`src/rtl/core_pipe_ctrl.sv`:
```
// rtl/core_pipe_ctrl.sv - RV32 pipeline control: scoreboard, load-use stall, branch flush, forwarding selects
//
// Tracks the destination registers of the NSTAGES instructions after ID
// (entry 0 = EX, 1 = MA, 2 = WB, ...) and derives from them, combinationally,
// the stall/bubble/flush controls and the EX operand-forwarding selects.
//
// Ports
//   iCLK, iRST       clock (rising edge), asynchronous active-low reset
//   iIDValid         ID holds a real instruction
//   iIDRs1/iIDRs1Used, iIDRs2/iIDRs2Used
//                    source register addresses and whether they are read
//   iIDRd/iIDWrites  destination register and whether it is written
//   iIDIsLoad        ID instruction is a load
//   iBranch          EX resolved a taken branch/jump this cycle
//   iStallD          data cache not ready; freezes the whole pipeline
//   oStallIF/oStallID  hold PC / hold the ID register
//   oBubbleEX        inject a NOP into EX
//   oFlush           kill IF/ID contents
//   oFwdA/oFwdB      operand source: 0 = register file, k = entry k-1
//   oStallCnt        saturating count of hazard-stall cycles
module core_pipe_ctrl #(
   parameter int NSTAGES    = 3,
   parameter int LOAD_LAT   = 1,
   parameter int BR_PENALTY = 2,
   parameter int CNTW       = 16,
   parameter int FW         = $clog2(NSTAGES + 1)
) (
   input  logic            iCLK,
   input  logic            iRST,
   input  logic            iIDValid,
   input  logic [4:0]      iIDRs1,
   input  logic            iIDRs1Used,
   input  logic [4:0]      iIDRs2,
   input  logic            iIDRs2Used,
   input  logic [4:0]      iIDRd,
   input  logic            iIDWrites,
   input  logic            iIDIsLoad,
   input  logic            iBranch,
   input  logic            iStallD,
   output logic            oStallIF,
   output logic            oStallID,
   output logic            oBubbleEX,
   output logic            oFlush,
   output logic [FW-1:0]   oFwdA,
   output logic [FW-1:0]   oFwdB,
   output logic [CNTW-1:0] oStallCnt
);

   // scoreboard: one {valid, rd, isload} record per tracked stage
   logic [NSTAGES-1:0] sb_valid;
   logic [NSTAGES-1:0] sb_load;
   logic [4:0]         sb_rd [NSTAGES];

   logic [2:0]         flush_cnt;
   logic [CNTW-1:0]    stall_cnt;

   logic [NSTAGES-1:0] match_a;
   logic [NSTAGES-1:0] match_b;
   logic [NSTAGES-1:0] pend;
   logic [FW-1:0]      fwd_a;
   logic [FW-1:0]      fwd_b;
   logic               haz;
   logic               flush;
   logic               bubble;
   logic               stall;
   logic               count_en;
   logic               new_valid;

   always_comb begin
      match_a = '0;
      match_b = '0;
      pend    = '0;
      for (int k = 0; k < NSTAGES; k++) begin
         match_a[k] = sb_valid[k] && (sb_rd[k] == iIDRs1) && (iIDRs1 != 5'd0) && iIDRs1Used;
         match_b[k] = sb_valid[k] && (sb_rd[k] == iIDRs2) && (iIDRs2 != 5'd0) && iIDRs2Used;
         // a load's data does not exist yet in the first LOAD_LAT entries
         pend[k]    = sb_load[k] && (k < LOAD_LAT);
      end
   end

   // walk from oldest to youngest so the youngest forwardable producer wins
   always_comb begin
      fwd_a = '0;
      fwd_b = '0;
      for (int k = NSTAGES - 1; k >= 0; k--) begin
         if (match_a[k] && !pend[k]) fwd_a = FW'(k + 1);
         if (match_b[k] && !pend[k]) fwd_b = FW'(k + 1);
      end
   end

   always_comb begin
      haz       = iIDValid && ((|(match_a & pend)) || (|(match_b & pend)));
      flush     = iBranch || (flush_cnt != 3'd0);
      // flush overrides a load-use hazard; a freeze suppresses the hazard bubble
      bubble    = flush || (haz && !iStallD);
      stall     = iStallD || (haz && !flush);
      count_en  = haz && !flush && !iStallD;
      new_valid = iIDValid && iIDWrites && (iIDRd != 5'd0) && !bubble;
   end

   // outputs forced low while reset is asserted, even if inputs are active
   assign oStallIF  = iRST && stall;
   assign oStallID  = iRST && stall;
   assign oBubbleEX = iRST && bubble;
   assign oFlush    = iRST && flush;
   assign oFwdA     = iRST ? fwd_a : '0;
   assign oFwdB     = iRST ? fwd_b : '0;
   assign oStallCnt = stall_cnt;

   always_ff @(posedge iCLK or negedge iRST) begin
      if (!iRST) begin
         sb_valid  <= '0;
         sb_load   <= '0;
         for (int k = 0; k < NSTAGES; k++) sb_rd[k] <= 5'd0;
         flush_cnt <= 3'd0;
         stall_cnt <= '0;
      end else begin
         // a branch reloads the penalty even during a freeze
         if (iBranch)
            flush_cnt <= 3'(BR_PENALTY);
         else if (!iStallD && (flush_cnt != 3'd0))
            flush_cnt <= flush_cnt - 3'd1;

         if (!iStallD) begin
            // the oldest entry falls off here: WB writes the register file this edge
            sb_valid <= {sb_valid[NSTAGES-2:0], new_valid};
            sb_load  <= {sb_load[NSTAGES-2:0], iIDIsLoad};
            for (int k = NSTAGES - 1; k >= 1; k--) sb_rd[k] <= sb_rd[k-1];
            sb_rd[0] <= iIDRd;
         end

         if (count_en && (stall_cnt != {CNTW{1'b1}}))
            stall_cnt <= stall_cnt + CNTW'(1);
      end
   end

endmodule

```
`config.mk`:
```
export PLATFORM = sky130hd
export DESIGN_NAME = core_pipe_ctrl
export DESIGN_NICKNAME = d
export VERILOG_FILES = /design/src/rtl/core_pipe_ctrl.sv
export SDC_FILE = /design/constraint.sdc
export NUM_CORES = 1
export LEC_CHECK = 0
export BUFFER_PORTS_ARGS = -buffer_cell sky130_fd_sc_hd__buf_2
export CAP_MARGIN = 15
export CORE_MARGIN = 3
export CORE_UTILIZATION = 35
export DETAILED_ROUTE_END_ITERATION = 8
export HOLD_SLACK_MARGIN = 0.15
export PLACE_DENSITY_LB_ADDON = 0.2
export SLEW_MARGIN = 20
export SYNTH_ARGS = -nofsm -noshare
export SYNTH_HDL_FRONTEND = slang
export SYNTH_SLANG_ARGS = --single-unit
```
`constraint.sdc`:
```
create_clock -name iCLK -period 2.5 [get_ports iCLK]
set_input_delay 0.25 -clock iCLK [delete_from_list [all_inputs] [get_ports iCLK]]
set_output_delay 0.25 -clock iCLK [all_outputs]
set_load 0.1 [all_outputs]
```
==> impl_results.md, run 1 <==
- Status: finished clean
- Largest net degree at the start of global routing: 40
- # DRC: 0
- Pre-CTS setup slack: 229.7 ps
- Mapped Area: 2193 um^2
- Commonest non-fill, non-tap cell in the layout: buf_2
- Tot GR Track Use: 14.79%
- Fin nets: 281
- Antenna diodes: 0
- Setup CP Type: reg2out
- Reg2reg end: oStallCnt[1]
- Max_cap viols: 0
- Worst R2R Path Depth: 6
- Final Non-Filler Cells: 330
- Post-synthesis sequential area ratio: 43.35%
- Die Y: 85.16 um
- Via-to-Cell Ratio: 5.015
- Worst-Skew Late Latency: 290 ps
- Fin. max-slew vios: 0
- 1st-pass router iterations: 4
- Tmin final: 2396 ps
- Post-synthesis net count: 220
- Top post-synthesis cells by area: dfrtp_1 43%, xnor2_1 9.6%, mux2_2 9.2%
- Cells after DPL: 315
- Sink Count: 38
- Initial antenna violation count: 0
- CTS root buf: clkbuf_8
- Yosys top cell area share: 43.35%
- Hold Path Class: in2reg
- Most frequent cells in the layout: 39 x buf_2, 37 x dfrtp_1, 24 x xnor2_1
- DP HPWL: 3837 um
- Final Cycle Share: 95.83%
- Endpoints failing setup: 0
- Initial drt markers: 64
- Flops & latches, synth: 38
- Port Buf Inserts: 47
- Critical Path Source Type: flip-flop
- Yosys Warn Count: 0
- Worst Hold End: sb_load[0]
- Max-Slew Margin vs Limit: 67.45%
- Worst setup margin: 104.3 ps
- Starting Density: 36.61%
- CTS Buffer Depth: 2
- Row Count: 28
- Hold Vio Cnt, Final: 0
- Io pins: 48
- Core area: 5991 um^2
- Final antenna-violating net count: 0
- Routed vias: 1,655
- Post-Syn Area per Cell: 11.36 um^2
- Synth-to-layout area growth: 33.60%
- Crit path arrival time: 2150 ps
- Cell Area, Placed: 2706 um^2
- Wire per inst: 15.10 um
- Syn Inst Count: 193
- Die Width: 85.16 um
- Peak VDD IR: 364.7 uV
- P_leak: 1.336 nW
- RePlAce Congestion: 0.8237
- FMAX: 0.4174 GHz
- Die area: 7252 um^2
- Pwr Density: 569.2 nW/um^2
- Critical register-to-register path startpoint: sb_rd[10]
- Synth cell types: 36
- RSZ-0062 raised after global routing: true
- CP required: 2250 ps
- Vias in the first global route: 1,673
- Min-delay src: iIDIsLoad
- CP max FO: 4
- CTS clk-pin slew, worst paths: 70 ps
- Leading area contributor after synthesis: dfrtp_1
- R2R setup slack: 470 ps
- CTS tree: built
- Measured slew at the worst slew-check pin: 488.2 ps
- Global route total overflow: 0
- Power Total: 1.668 mW
- Hold Path Cell Cnt: 2
- Post-layout instance area: 2930 um^2
- CP Capture Type: output pin
- Final WL: 4982 um
- Share of layout cells above drive strength 1: 40.00%
- Skew final: 1.794 ps
- First-pass GRT wire length: 8438 um
- CTS buffer count: 5
- Htree depth: 2
-- worst max-delay path by stage --
stage               startpoint        to  slack [ps]  depth (start not counted)
floorplan            iIDRs1[0]  oFwdA[1]        -170                          5
global placement     iIDRs1[0]  oStallIF         270                          8
detailed placement   sb_rd[12]  oStallID         230                          7
CTS                  sb_rd[13]  oStallID          30                          7
global route          sb_rd[2]  oFwdB[1]         -10                          6
finish               sb_rd[10]  oStallID         100                          8
-- Yosys cell counts, drive strengths merged --
cell type,number
nor3,1
and3,5
a31oi,1
and4,2
nand2,8
or4,3
inv,6
nand4,8
o32a,1
xnor2,24
o311ai,1
and2,2
a2111oi,1
or3,2
buf,1
nor3b,2
o21ai,7
o2111ai,2
nand4b,2
a31o,1
xor2,21
nand3,9
nor4,5
dfrtp,38
a21oi,6
clkbuf,3
mux2,19
ha,3
nor2,9
-- report_power, final --
group,internal [mW],total [mW],switching (mW)
registers,0.659,0.715,0.0560
logic,0.147,0.314,0.167
clock network,0.426,0.638,0.213
total,1.23,1.67,0.436
-- registers in the layout (all words and copies together) (netlist names) --
name and count:
flush_cnt 3, oStallCnt 16, sb_load 1, sb_rd 15, sb_valid 3
-- critical path, cell delays in order (launching register included) --
cell	delay [ps]
dfrtp_2	450
buf_4	150
xor2_1	170
nor4_4	200
nand4b_4	190
a21oi_4	240
a31oi_4	120
nor2_4	150
buf_12	190
-- kinds of logic after synthesis --
group	share of synthesized area [%]
adders and majority gates	1.712
and+or+nand+nor	17.68
buffers and inverters	1.883
xor gates and xnor gates	17.97
AOI/OAI and AO/OA	7.473
muxes	9.925
DFF	43.35
-- cell type report --
cell class / count / area, um^2
well taps: 75 / 93.84
clock inverters: 2 / 60.06
fillers: 552 / 3060
inverters: 6 / 22.52
clock buffers: 6 / 82.58
flip-flops and latches: 38 / 952.2
multi-input cells: 145 / 1276
repair buffers: 58 / 442.9
-- through the flow --
stage          hold WS [ps]  setup TNS (ps)  util (%)
2_1_floorplan        -45.59          -268.6         -
3_3_place_gp          355.2               0     45.18
3_5_place_dp          353.1               0     45.18
4_1_cts               186.7               0     48.02
5_1_grt               192.6          -24.31     48.91
6_report              196.2               0     48.91
-- timing repair --
action | CTS | global route
endpoints found under the setup margin | 3 | 4
pin swaps | 1 | 7
hold buffers | 2 | 0
endpoints found under the hold margin | 39 | 0
resized for setup | 0 | 4
setup buffers | 1 | 4
-- layer usage --
| layer | wire length, um | track usage [%] |
|---|---|---|
| met5 | 0 | 0 |
| met3 | 221 | 3.495 |
| met2 | 2175 | 21.61 |
| met4 | 87 | 5.180 |
| met1 | 2497 | 21.37 |
No activity file was read; power rests on OpenSTA's default activity.
==> inputs of run 2 (changes only) <==
--- a/config.mk
+++ b/config.mk
@@ -12,6 +12,7 @@
 export DETAILED_ROUTE_END_ITERATION = 8
 export HOLD_SLACK_MARGIN = 0.15
 export PLACE_DENSITY_LB_ADDON = 0.2
+export SETUP_SLACK_MARGIN = 0.4
 export SLEW_MARGIN = 20
 export SYNTH_ARGS = -nofsm -noshare
 export SYNTH_HDL_FRONTEND = slang
==> run 2 against run 1 <==
First-iteration DRC count grew 28%. Worst hold slack gained 7.5 ps. Largest power group unchanged. Largest cell class unchanged. Total power grew 3.0%. Sequential share of layout area shrank 1.2 points. Critical path depth shrank 1.
==> impl_results.md, run 2 (same netlist as run 1, synthesis figures left out) <==
- Status: finished clean
- Die Y: 85.16 um (unchanged)
- CTS buffer count: 5 (unchanged)
- Tot GR Track Use: 15.44% (+0.66 points)
- Max_cap viols: 0 (unchanged)
- CP bufs+invs: 1 (-1)
- 1st-pass router iterations: 4 (unchanged)
- Pwr Density: 551.4 nW/um^2 (-3.1%)
- Fin nets: 290 (+3.2%)
- Wire per inst: 16.08 um (+6.5%)
- Storage element area: 975.9 um^2 (+2.5%)
- Pre-CTS setup slack: 227.8 ps (-1.943 ps)
- RePlAce Congestion: 0.7773 (-5.6%)
- P_leak: 1.322 nW (-1.1%)
- Htree depth: 2 (unchanged)
- Share of layout cells above drive strength 1: 53.03% (+13 points)
- CTS root buf: clkbuf_8
- Die area: 7252 um^2 (unchanged)
- R2R setup slack: 460 ps (about the same)
- Die Width: 85.16 um (unchanged)
- Endpoints failing setup: 0 (unchanged)
- Comb pwr share: 20.4% (+1.6 points)
- Switch Pwr: 468.0 uW (+7.4%)
- CTS clk-pin slew, worst paths: 70 ps (about the same)
- Post-route setup TNS: 0 ps (unchanged)
- Flop pwr share: 41.7% (-1.2 points)
- Port Buf Inserts: 47 (unchanged)
- CP max FO: 3 (-1)
- Hold Vio Cnt, Final: 0 (unchanged)
- Io pins: 48 (unchanged)
- Switching portion of total power: 27.23% (+1.1 points)
- First-pass GRT wire length: 8776 um (+4.0%)
- Final antenna-violating net count: 0 (unchanged)
- Starting Density: 36.61% (unchanged)
- Via-to-Cell Ratio: 5.074 (+1.2%)
- Crit path arrival time: 2090 ps (-60 ps)
- Synth-to-layout area growth: 42.10%
- Initial drt markers: 82 (+28%)
- CP required: 2250 ps (about the same)
- Max reg flops: 16 (unchanged)
- Area of the multi-input gates: 1375 um^2 (+7.7%)
- Max-Slew Margin vs Limit: 61.00% (-6.5 points)
- Slowest cell on crit path: dfrtp_2
- Setup CP Type: reg2out
- Hold Path Class: in2reg
- Sink Count: 38 (unchanged)
- Global route total overflow: 0 (unchanged)
- Int Pwr: 1.251 mW (+1.5%)
- DP HPWL: 3891 um (+1.4%)
- CTS tree: built
- # DRC: 0 (unchanged)
- Family with the most delay on the worst path: simple AND/OR/NAND/NOR gates
- Most frequent cells in the layout: 39 x buf_2, 24 x xnor2_1, 20 x dfrtp_2
- CTS Buffer Depth: 2 (unchanged)
- CP Capture Type: output pin
- Tmin final: 2343 ps (-52.68 ps)
- Row Count: 28 (unchanged)
- Worst-Skew Late Latency: 290 ps (about the same)
- FILL cells: 536 (-2.9%)
- RSZ-0062 raised after global routing: true
- Measured slew at the worst slew-check pin: 584.4 ps (+96.23 ps)
- Routed vias: 1,720 (+3.9%)
- Antenna diodes: 0 (unchanged)
- Clk network pwr share: 37.9% (-0.4 points)
- Commonest non-fill, non-tap cell in the layout: buf_2
- Skew final: 10.43 ps (+8.633 ps)
- Critical path cell sequence: xor2_2 -> nor4_4 -> nand4b_4 -> a21oi_4 -> a31oi_4 -> nor2_4 -> buf_12
- Largest net degree at the start of global routing: 40 (unchanged)
- Final Cycle Share: 93.72% (-2.1 points)
- Final WL: 5450 um (+9.4%)
- Minimum hold slack: 203.6 ps (+7.456 ps)
- FMAX: 0.4268 GHz (+2.2%)
- Critical Path Max Stage Delay: 430 ps (-20 ps)
- Fin util: 52.03% (+3.1 points)
- Vias in the first global route: 1,737 (+3.8%)
- Core area: 5991 um^2 (unchanged)
- Initial antenna violation count: 0 (unchanged)
- Worst setup margin: 157.0 ps (+52.68 ps)
- Critical Path Source Type: flip-flop
- Fin. max-slew vios: 0 (unchanged)
- Peak VDD IR: 272.4 uV (-25%)
run 2: path summary, 6_finish.rpt:
kind,from,end,cells after the start
hold reg to reg,oStallCnt[12],oStallCnt[12],1
min in group asynchronous,iRST,sb_rd[3],3
setup / recovery,sb_rd[10],oStallID,7
hold / removal,iIDIsLoad,sb_load[0],2
setup reg to reg,sb_rd[13],oStallCnt[1],7
max in group asynchronous,iRST,oStallCnt[5],3
run 2: layout make-up:
| cell class | count | share of cell area, % |
|---|---|---|
| Sequential cell | 38 | 31.31 |
| Multi-Input combinational cell | 146 | 44.12 |
| Tap cell | 75 | 3.011 |
| Timing Repair Buffer | 66 | 16.26 |
| Inverter | 6 | 0.7226 |
| Clock buffer | 6 | 2.650 |
| Clock inverter | 2 | 1.927 |
run 2: timing repair:
| item | 4_1_cts | 5_1_grt |
|---|---|---|
| hold buffers | 2 | 0 |
| pin swaps | 15 | 9 |
| resized for setup | 7 | 12 |
| endpoints found under the setup margin | 7 | 10 |
| buffers inserted | 9 | 5 |
| cloned | 0 | 1 |
| hold endpoints to repair | 40 | 0 |
run 2: power groups by stage:
stage | registers [mW] | logic (mW) | clock network (mW)
CTS | 0.712 | 0.339 | 0.665
global route | 0.722 | 0.382 | 0.689
global placement | 0.727 | 0.304 | 0
floorplan | 0.711 | 0.213 | 0
detailed placement | 0.728 | 0.307 | 0
finish | 0.716 | 0.351 | 0.652
run 2: layer usage:
metal | up-vias | track usage, % | wire length (um)
li1 | 825 | - | -
met1 | 860 | 22.71 | 2722
met2 | 31 | 22.60 | 2457
met3 | 4 | 3.786 | 233
met4 | 0 | 4.317 | 37
met5 | - | 0 | 0
run 2: per-stage QoR:
stage / instances / area, um^2 / power, mW
floorplan: 193 / 2315 / 0.9242
global placement: 314 / 2755 / 1.031
detailed placement: 314 / 2755 / 1.035
CTS: 333 / 3013 / 1.716
global route: 339 / 3117 / 1.794
finish: 339 / 3117 / 1.719
